[src/rtl/rf_write_arbiter_if.sv]
// rf_write_arbiter_if
//   Groups the three request/response channels of the register-file
//   write arbiter: writeback port A, writeback port B and the issue-stage
//   claim port.
//
//   Handshake rule: a transfer happens on a rising clk edge where
//   valid && ready. While valid is high and ready is low, the requester
//   holds rd/wd stable. ready is a combinational function of the current
//   requests and the arbiter state. It never depends on a future cycle.
//
//   Signals:
//     a_valid/a_ready/a_rd/a_wd          port A (ALU result) writeback
//     b_valid/b_ready/b_rd/b_wd          port B (load / external) writeback
//     claim_valid/claim_ready/claim_rd   destination reservation
//
//   Modports:
//     master - requester side (execute/memory/issue stages, testbench)
//     slave  - arbiter side
interface rf_write_arbiter_if #(
    parameter int DATA_W = 8,
    parameter int ADDR_W = 3
);
    logic              a_valid;
    logic              a_ready;
    logic [ADDR_W-1:0] a_rd;
    logic [DATA_W-1:0] a_wd;

    logic              b_valid;
    logic              b_ready;
    logic [ADDR_W-1:0] b_rd;
    logic [DATA_W-1:0] b_wd;

    logic              claim_valid;
    logic              claim_ready;
    logic [ADDR_W-1:0] claim_rd;

    modport master (
        output a_valid, a_rd, a_wd,
        input  a_ready,
        output b_valid, b_rd, b_wd,
        input  b_ready,
        output claim_valid, claim_rd,
        input  claim_ready
    );

    modport slave (
        input  a_valid, a_rd, a_wd,
        output a_ready,
        input  b_valid, b_rd, b_wd,
        output b_ready,
        input  claim_valid, claim_rd,
        output claim_ready
    );
endinterface

[src/rtl/rf_write_arbiter.sv]
// rf_write_arbiter
//   Shares the single register-file write port between two writeback
//   requesters (A = ALU, B = load/external) with round-robin arbitration.
//   It also keeps a per-register pending scoreboard. The issue stage sets a
//   bit when it claims a destination. The completed write clears that bit.
//
//   Ports:
//     clk, rst_n      clock (rising edge), asynchronous active-low reset
//     bus (slave)     A/B writeback and claim handshakes (see interface)
//     chk_rs, chk_rd  registers the sequencer wants to read / check
//     hazard          pending[chk_rs] | pending[chk_rd], combinational
//     pending         scoreboard, bit i = register i awaiting its write
//     rf_we/rf_rd/rf_wd  registered register-file write port, 1-cycle latency
//     err_unclaimed   sticky flag: a write landed on a non-pending register
//     dbg_rr_last     debug view of the arbiter state (0 = A, 1 = B)
module rf_write_arbiter #(
    parameter int DATA_W = 8,
    parameter int ADDR_W = 3,
    parameter int NREG   = 2 ** ADDR_W
) (
    input  logic                clk,
    input  logic                rst_n,
    rf_write_arbiter_if.slave   bus,
    input  logic [ADDR_W-1:0]   chk_rs,
    input  logic [ADDR_W-1:0]   chk_rd,
    output logic                hazard,
    output logic [NREG-1:0]     pending,
    output logic                rf_we,
    output logic [ADDR_W-1:0]   rf_rd,
    output logic [DATA_W-1:0]   rf_wd,
    output logic                err_unclaimed,
    output logic                dbg_rr_last
);

    typedef enum logic {
        PORT_A = 1'b0,
        PORT_B = 1'b1
    } port_e;

    // Port that won the most recent grant. Reset to B so A wins first.
    port_e rr_last, rr_last_nxt;

    logic              grant_a;
    logic              grant_b;
    logic              wr_fire;
    logic [ADDR_W-1:0] wr_rd;
    logic [DATA_W-1:0] wr_wd;
    logic              claim_fire;
    logic [NREG-1:0]   pending_nxt;

    // Arbitration and next round-robin state. rst_n gates all readies, so
    // no handshake can be seen while the block is held in reset.
    always_comb begin
        grant_a     = 1'b0;
        grant_b     = 1'b0;
        rr_last_nxt = rr_last;
        if (rst_n) begin
            if (bus.a_valid && bus.b_valid) begin
                grant_a = (rr_last == PORT_B);
                grant_b = (rr_last == PORT_A);
            end else begin
                grant_a = bus.a_valid;
                grant_b = bus.b_valid;
            end
        end
        if (grant_a) begin
            rr_last_nxt = PORT_A;
        end else if (grant_b) begin
            rr_last_nxt = PORT_B;
        end
    end

    assign bus.a_ready = grant_a;
    assign bus.b_ready = grant_b;

    assign wr_fire = grant_a | grant_b;
    assign wr_rd   = grant_a ? bus.a_rd : bus.b_rd;
    assign wr_wd   = grant_a ? bus.a_wd : bus.b_wd;

    // A claim on a still-pending register stalls (WAW protection). The check
    // uses current pending, so a clear this cycle does not let a claim of
    // the same register through until the next cycle.
    assign bus.claim_ready = rst_n & bus.claim_valid & ~pending[bus.claim_rd];
    assign claim_fire      = bus.claim_ready;

    // Scoreboard update. The clear is applied before the set. A claim can
    // only coincide with a write to the same register when that write is
    // unclaimed. In that case the new reservation is kept.
    always_comb begin
        pending_nxt = pending;
        if (wr_fire) begin
            pending_nxt[wr_rd] = 1'b0;
        end
        if (claim_fire) begin
            pending_nxt[bus.claim_rd] = 1'b1;
        end
    end

    always_ff @(posedge clk or negedge rst_n) begin
        if (!rst_n) begin
            rr_last       <= PORT_B;
            pending       <= '0;
            rf_we         <= 1'b0;
            rf_rd         <= '0;
            rf_wd         <= '0;
            err_unclaimed <= 1'b0;
        end else begin
            rr_last <= rr_last_nxt;
            pending <= pending_nxt;
            rf_we   <= wr_fire;
            // Address/data hold their last values when there is no write.
            if (wr_fire) begin
                rf_rd <= wr_rd;
                rf_wd <= wr_wd;
                if (!pending[wr_rd]) begin
                    err_unclaimed <= 1'b1;
                end
            end
        end
    end

    assign hazard      = pending[chk_rs] | pending[chk_rd];
    assign dbg_rr_last = rr_last;

endmodule

[src/flat_wrapper.sv]
// flat-port wrapper written by rule: the top's interface ports become plain ports
module rf_write_arbiter_flat 
#(
    parameter int DATA_W = 8,
    parameter int ADDR_W = 3,
    parameter int NREG   = 2 ** ADDR_W
)
  (clk, rst_n, chk_rs, chk_rd, hazard, pending, rf_we, rf_rd, rf_wd, err_unclaimed, dbg_rr_last, bus_a_valid, bus_a_rd, bus_a_wd, bus_a_ready, bus_b_valid, bus_b_rd, bus_b_wd, bus_b_ready, bus_claim_valid, bus_claim_rd, bus_claim_ready);
  rf_write_arbiter_if #(.DATA_W(DATA_W), .ADDR_W(ADDR_W)) bus_i ();
  input  logic clk;
  input  logic rst_n;
  input  logic [ADDR_W-1:0] chk_rs;
  input  logic [ADDR_W-1:0] chk_rd;
  output logic hazard;
  output logic [NREG-1:0] pending;
  output logic rf_we;
  output logic [ADDR_W-1:0] rf_rd;
  output logic [DATA_W-1:0] rf_wd;
  output logic err_unclaimed;
  output logic dbg_rr_last;
  input wire logic [$bits(bus_i.a_valid)-1:0] bus_a_valid;
  input wire logic [$bits(bus_i.a_rd)-1:0] bus_a_rd;
  input wire logic [$bits(bus_i.a_wd)-1:0] bus_a_wd;
  output wire logic [$bits(bus_i.a_ready)-1:0] bus_a_ready;
  input wire logic [$bits(bus_i.b_valid)-1:0] bus_b_valid;
  input wire logic [$bits(bus_i.b_rd)-1:0] bus_b_rd;
  input wire logic [$bits(bus_i.b_wd)-1:0] bus_b_wd;
  output wire logic [$bits(bus_i.b_ready)-1:0] bus_b_ready;
  input wire logic [$bits(bus_i.claim_valid)-1:0] bus_claim_valid;
  input wire logic [$bits(bus_i.claim_rd)-1:0] bus_claim_rd;
  output wire logic [$bits(bus_i.claim_ready)-1:0] bus_claim_ready;
  assign bus_i.a_valid = bus_a_valid;
  assign bus_i.a_rd = bus_a_rd;
  assign bus_i.a_wd = bus_a_wd;
  assign bus_a_ready = bus_i.a_ready;
  assign bus_i.b_valid = bus_b_valid;
  assign bus_i.b_rd = bus_b_rd;
  assign bus_i.b_wd = bus_b_wd;
  assign bus_b_ready = bus_i.b_ready;
  assign bus_i.claim_valid = bus_claim_valid;
  assign bus_i.claim_rd = bus_claim_rd;
  assign bus_claim_ready = bus_i.claim_ready;
  rf_write_arbiter #(.DATA_W(DATA_W), .ADDR_W(ADDR_W), .NREG(NREG)) u_core (.clk(clk), .rst_n(rst_n), .bus(bus_i), .chk_rs(chk_rs), .chk_rd(chk_rd), .hazard(hazard), .pending(pending), .rf_we(rf_we), .rf_rd(rf_rd), .rf_wd(rf_wd), .err_unclaimed(err_unclaimed), .dbg_rr_last(dbg_rr_last));
endmodule
[config.mk]
export PLATFORM = sky130hd
export DESIGN_NAME = rf_write_arbiter_flat
export DESIGN_NICKNAME = d
export VERILOG_FILES = /design/src/rtl/rf_write_arbiter_if.sv /design/src/rtl/rf_write_arbiter.sv /design/src/flat_wrapper.sv
export SDC_FILE = /design/constraint.sdc
export NUM_CORES = 1
export LEC_CHECK = 0
export CAP_MARGIN = 30
export CORE_MARGIN = 2
export CORE_UTILIZATION = 50
export DETAILED_ROUTE_END_ITERATION = 10
export DONT_BUFFER_PORTS = 1
export HOLD_SLACK_MARGIN = 0.05
export PLACE_DENSITY = 0.73
export REMOVE_ABC_BUFFERS = 1
export SETUP_SLACK_MARGIN = 0.02
export SYNTH_ARGS = -nofsm -noshare
export SYNTH_HDL_FRONTEND = slang
export SYNTH_SLANG_ARGS = --single-unit
[constraint.sdc]
create_clock -name clk -period 6.1 [get_ports clk]
set_clock_uncertainty 0.05 [all_clocks]
set_input_delay 1.22 -clock clk [delete_from_list [all_inputs] [get_ports clk]]
set_output_delay 1.22 -clock clk [all_outputs]
set_load 0.05 [all_outputs]
==> results_dict.tcl, run 1 <==
set metrics [dict create \
    clk_latency_ns 0.30 \
    synth_edf_count 0 \
    clk_pin_slew_ns 0.12 \
    antenna_cells 0 \
    grt_pass1_vias 1080 \
    n_fill_cell 241 \
    ant_nets 0 \
    row_count 18 \
    clockBufferDepth 2 \
    synth.largest_area_cell "dfrtp_1" \
    cp-start-kind "input port" \
    fin_crit_sh_pct 63.2 \
    crit_path_max_fanout 7 \
    cpPeakStageDelay_ns 0.74 \
    cts_root_buf "clkbuf_4" \
    drc 0 \
    syn_to_final_growth_pct 5.03 \
    syn_area_um2 1370 \
    ys_top_cells_by_area "dfrtp_1, mux2i_1, mux4_2" \
    fp.dieW_um 56.3 \
    layout-drive-gt1-share_pct 16.3 \
    clock-sinks 22 \
    gr-usage-all-layers_pct 20.3 \
    tightest_slew_ns 0.965 \
    ys_ff_latch 22 \
    fin_nets 166 \
    drv_cap 0 \
    path_buf_inv 0 \
    dp_hpwl_mm 2.31 \
    crit_slowest_cell "a211oi_2" \
    yosysUniqueCellTypes 25 \
    syn_area_per_cell_um2 10.8 \
    vdd_drop_max_mv 0.306 \
    hold_buffers 0 \
    drtIter0Drc 36 \
    highest_layer "met4" \
    vias 1031 \
    design.die.area_um2 3170 \
    rsz0062_at_grt "no" \
    core_um2 2540 \
    finalInstanceArea_um2 1440 \
    syn_inst 127 \
    status "completed" \
    avgRoutedWirePerCell_um 19.1 \
    synthArstFlopShare_pct 100 \
    place_ws_ns 2.24 \
    slew_violations 0 \
    hold_slack_ns 0.537 \
    crit_cells 3 \
    setup_viol 0 \
    seq_area_frac_synth_pct 40.3 \
    critical_path.endpoint "bus_claim_ready" \
    antenna_found_initial 0 \
    path_cells "mux4_2 -> nor2b_1 -> a211oi_2" \
    fin_cells 159 \
    cts_buffers 3 \
    routed_wl_mm 3.03 \
    synth_flop_cell "dfrtp_1" \
    cts_tree "built" \
    hold_viol_final 0 \
    finalWorstSetupSlack_ns 2.25 \
    met3WireLength_um 283 \
    crit_start "bus_claim_rd[1]" \
    reg2reg_from "u_core.dbg_rr_last" \
    r2r_cells 5 \
    grt_max_degree 27 \
    dpl_cell_area_um2 1400 \
    p_leak_uw 0.000578 \
    io_pins 62 \
    grt_remaining_overflow 0 \
    fmax_mhz 259 \
    routedLengthMet1_mm 1.26 \
    cts_setup_buffers 0 \
    grt_pass1_wl_mm 5.06 \
    post_drt_via_cell_ratio 6.48 \
    wl_met2_mm 1.47 \
    crit_family "compound AO/OA/AOI/OAI gates" \
    crit_type "in2out" \
    fin_tns_setup_ns 0 \
    min_path_type "in2async" \
    start_util_pct 53.7 \
    ys.warnings.count 0 \
    r2r_end "u_core.err_unclaimed" \
    critical_path_arrival_ns 2.58 \
    dp.cells 155 \
    cts_htree_levels 1 \
    p_per_area_nw_per_um2 361 \
    cts_resized 0 \
    dr.pass1.iters 4 \
    synth_top_area_share_pct 38.4 \
    cp.required_ns 4.83 \
    place.port_buffers 0 \
    r2r_setup_slack_ns 2.84 \
    min_period_ns 3.85 \
    crit_path_end_kind "output port" \
    slew_headroom_pct 35.5 \
    place_congestion 0.859 \
    die_h_um 56.3 \
]
[registers in the layout, summed over array words and instances (netlist names)]
signal                flops
u_core.err_unclaimed      1
u_core.rf_we              1
u_core.pending            8
u_core.rf_wd              8
u_core.rf_rd              3
u_core.dbg_rr_last        1
[layout make-up]
class | count | area, um^2 | share of cell area, %
flip-flops and latches | 22 | 552 | 38.4
inverters | 4 | 15.0 | 1.05
repair buffers | 3 | 18.8 | 1.31
clock buffers | 4 | 36.3 | 2.53
well taps | 30 | 37.5 | 2.61
multi-input cells | 96 | 777 | 54.1
[layout by cell type, fill, tap and decap left out]
cell type / netlist / routed
clkbuf_8: 0 / 1
nand2_1: 18 / 18
a221oi_2: 1 / 1
nor2b_1: 5 / 5
buf_4: 0 / 2
o21ai_0: 11 / 11
buf_1: 0 / 1
a21oi_1: 3 / 3
nor2_1: 6 / 6
dfrtp_1: 21 / 21
mux2_4: 1 / 1
nor3_1: 1 / 1
clkbuf_4: 0 / 3
or3b_1: 1 / 1
o21ai_1: 1 / 1
a211oi_1: 2 / 1
a211oi_2: 0 / 1
a32o_1: 4 / 4
inv_1: 4 / 4
mux2i_1: 18 / 18
nand3b_1: 4 / 4
o31ai_1: 8 / 8
a21oi_4: 1 / 1
mux2_2: 4 / 4
o211a_1: 1 / 1
mux4_2: 6 / 6
dfstp_2: 1 / 1
[metrics by stage]
stage / util [%] / total power (uW)
4_1_cts: 56.4 / 520
5_1_grt: 56.4 / 543
2_1_floorplan: - / 408
6_report: 56.4 / 518
3_5_place_dp: 55.0 / 441
3_3_place_gp: 54.6 / 435
[metal layers]
layer	track usage, %	vias to the layer above
li1	-	479
met1	24.3	505
met2	34.3	45
met3	7.37	2
met4	5.78	0
met5	0	-
[worst min-delay path by stage]
stage                                   from  slack, ns            endpoint
final                                  rst_n       0.54     u_core.rf_wd[1]
after global routing                   rst_n       0.51     u_core.rf_wd[2]
after CTS                              rst_n       0.53     u_core.rf_wd[1]
after detailed placement  u_core.dbg_rr_last       0.57  u_core.dbg_rr_last
after global placement    u_core.dbg_rr_last       0.56  u_core.dbg_rr_last
after floorplan           u_core.dbg_rr_last       0.55  u_core.dbg_rr_last
[worst reg2reg max path: stages, from the launching register on]
cell and delay [ns]:
dfstp_2 0.75, inv_1 0.12, a21oi_4 0.78, mux2i_1 0.82
mux2_2 0.42, a221oi_2 0.23
[cell families after synthesis]
family                 count (synthesis)  share of synthesized area [%]
buffers and inverters                  9                           3.20
muxes                                 29                           27.4
and+or+nand+nor                       35                           12.1
DFF                                   22                           40.3
AOI/OAI and AO/OA                     32                           16.9
[synthesized netlist by cell type (2+ instances only)]
master and count:
mux2i_1 18, nor2b_1 5, a32o_1 4, clkbuf_1 2, o31ai_1 8, nand3b_1 4, nor2_1 6, buf_2 2
dfrtp_1 21, nand2_1 18, mux4_2 6, inv_1 4, a21oi_1 3, mux2_2 4, a211oi_1 2, o21ai_0 11
[power by group]
group          total [uW]  leakage [uW]  switching [uW]  internal (uW)
Combinational         122      0.000290            60.4           61.3
Sequential            316      0.000266             144            172
Clock                80.3     0.0000210            43.9           36.4
No activity file was read; power rests on OpenSTA's default activity.
==> run 2, diff against run 1 <==
--- a/config.mk
+++ b/config.mk
@@ -11,7 +11,7 @@
 export DETAILED_ROUTE_END_ITERATION = 10
 export DONT_BUFFER_PORTS = 1
 export HOLD_SLACK_MARGIN = 0.05
-export PLACE_DENSITY = 0.73
+export PLACE_DENSITY = 0.76
 export REMOVE_ABC_BUFFERS = 1
 export SETUP_SLACK_MARGIN = 0.02
 export SYNTH_ARGS = -nofsm -noshare
==> constraint.sdc (replaced) <==
create_clock -name clk -period 3.35 [get_ports clk]
set_clock_uncertainty 0.05 [all_clocks]
set_input_delay 0.67 -clock clk [delete_from_list [all_inputs] [get_ports clk]]
set_output_delay 0.67 -clock clk [all_outputs]
set_load 0.05 [all_outputs]
==> run 2 against run 1 <==
Against the previous run: setup slack got worse by 1.7 ns; worst hold slack got worse by 0.40 ns; die area unchanged; non-clock buffer count increased by 3; core utilization increased by 1.1 points; clock-buffer cell count unchanged; critical path type is now reg2out; register-to-register slack got worse by 1.8 ns; clock power increased by 81%; final cell count increased by 1.9%; sequential share of layout area decreased by 0.75 points; critical path depth increased by 1; largest power group unchanged; global-route usage decreased by 0.47 points.
==> results_dict.tcl, run 2 (synthesis results as in run 1) <==
set metrics [dict create \
    row_count 18 \
    die_h_um 56.3 \
    slew_headroom_pct 35.1 \
    cts_htree_levels 1 \
    layout-drive-gt1-share_pct 18.2 \
    seqPwrFrac_pct 60.1 \
    fp.dieW_um 56.3 \
    cp-start-kind "flip-flop" \
    p_per_area_nw_per_um2 648 \
    grt_max_degree 26 \
    most-common-layout-cells "dfrtp_1, nand2_1, mux2i_1" \
    routed_wl_mm 3.04 \
    p_clk_share_pct 15.3 \
    rsz0062_at_grt "no" \
    start_util_pct 53.7 \
    syn_to_final_growth_pct 7.14 \
    grt_remaining_overflow 0 \
    reg2reg_from "u_core.dbg_rr_last" \
    fin_util_pct 57.6 \
    design.die.area_um2 3170 \
    vdd_drop_max_mv 0.552 \
    avgRoutedWirePerCell_um 18.8 \
    cts_buffers 3 \
    ant_nets 0 \
    clk_latency_ns 0.30 \
    dr.pass1.iters 4 \
    power_uw 950 \
    p_sw_share_pct 47.8 \
    clk_pin_slew_ns 0.13 \
    cts_root_buf "clkbuf_4" \
    vias 1046 \
    crit_path_max_fanout 7 \
    io_pins 62 \
    drc 0 \
    fin_cells 162 \
    tightest_slew_ns 0.970 \
    antenna_cells 0 \
    p_leak_uw 0.000596 \
    cts_tree "built" \
    hold_viol_final 0 \
    grt_pass1_vias 1104 \
    crit_type "reg2out" \
    p_switching_uw 454 \
    post_drt_via_cell_ratio 6.46 \
    critical_path_arrival_ns 2.12 \
    final_common_cell "dfrtp_1" \
    clockBufferDepth 2 \
    antenna_found_initial 0 \
    place.port_buffers 0 \
    r2r_setup_slack_ns 1.04 \
    gr-usage-all-layers_pct 19.8 \
    fin_crit_sh_pct 84.7 \
    r2r_end "u_core.err_unclaimed" \
    place_congestion 0.832 \
    drv_cap 0 \
    min_path_type "in2async" \
    biggestRegsByFlops "u_core.pending: 8 flops, u_core.rf_wd: 8 flops, u_core.rf_rd: 3 flops" \
    status "completed" \
    setup_viol 0 \
    slew_violations 0 \
    fin_nets 169 \
    dp.cells 157 \
    crit_path_end_kind "output port" \
    intPower_uw 496 \
    dp_hpwl_mm 2.33 \
    combPwrFrac_pct 24.6 \
    cp.required_ns 2.63 \
    core_um2 2540 \
    grt_pass1_wl_mm 4.97 \
    min_period_ns 2.84 \
    r2r_cells 6 \
    fin_tns_setup_ns 0 \
    clock-sinks 22 \
    drtIter0Drc 63 \
    fmax_mhz 353 \
]
[run 2: cell count changes in the layout (fill, tap and decap cells not counted)]
cell,delta
buf_4,+3
buf_1,-1
dlygate4sd3_1,+1
[run 2: power groups by stage]
stage	registers, uW	clock network, uW	logic, uW
4_1_cts	569	148	235
5_1_grt	579	159	254
3_3_place_gp	570	0	222
2_1_floorplan	550	0	193
6_report	571	145	234
3_5_place_dp	574	0	228
[run 2: timing repair]
item / 4_1_cts / 5_1_grt
endpoints found under the hold margin: 21 / 0
buffers inserted: 0 / 0
hold buffers: 1 / 0
gates resized for setup: 0 / 0
[run 2: routing by layer]
layer  track usage, %  routed length [um]
met4             7.48                  59
met1             23.3                1200
met2             33.8                1520
met5                0                   0
met3             6.22                 261
[run 2: worst max-delay path: stages (launching register included)]
cell      delay, ns
dfrtp_1        0.64
mux4_2         0.57
nor2b_1        0.16
a211oi_2       0.22
buf_4          0.23
[run 2: per-stage QoR]
stage / instance area [um^2] / worst slack (ns) / hold WS, ns
2_1_floorplan: 1340 / 0.149 / 0.324
5_1_grt: 1470 / 0.444 / 0.116
3_3_place_gp: 1420 / 0.927 / 0.325
4_1_cts: 1470 / 0.511 / 0.130
6_report: 1470 / 0.514 / 0.137
3_5_place_dp: 1420 / 0.854 / 0.325
[run 2: worst max path at each step]
| stage | startpoint | end | slack [ns] | depth (start not counted) |
|---|---|---|---|---|
| after floorplan | bus_claim_rd[1] | bus_claim_ready | 0.15 | 3 |
| after global placement | u_core.pending[6] | bus_claim_ready | 0.93 | 4 |
| after detailed placement | u_core.pending[6] | bus_claim_ready | 0.85 | 4 |
| after CTS | u_core.pending[6] | bus_claim_ready | 0.51 | 4 |
| after global routing | u_core.pending[6] | bus_claim_ready | 0.44 | 4 |
| final | u_core.pending[6] | bus_claim_ready | 0.51 | 4 |
[run 2: layout make-up]
type	count	area [um^2]
fillers	232	1080
inverters	4	15.0
clock buffers	4	36.3
multi-input cells	96	777
flip-flops and latches	22	552
repair buffers	6	47.5
well taps	30	37.5
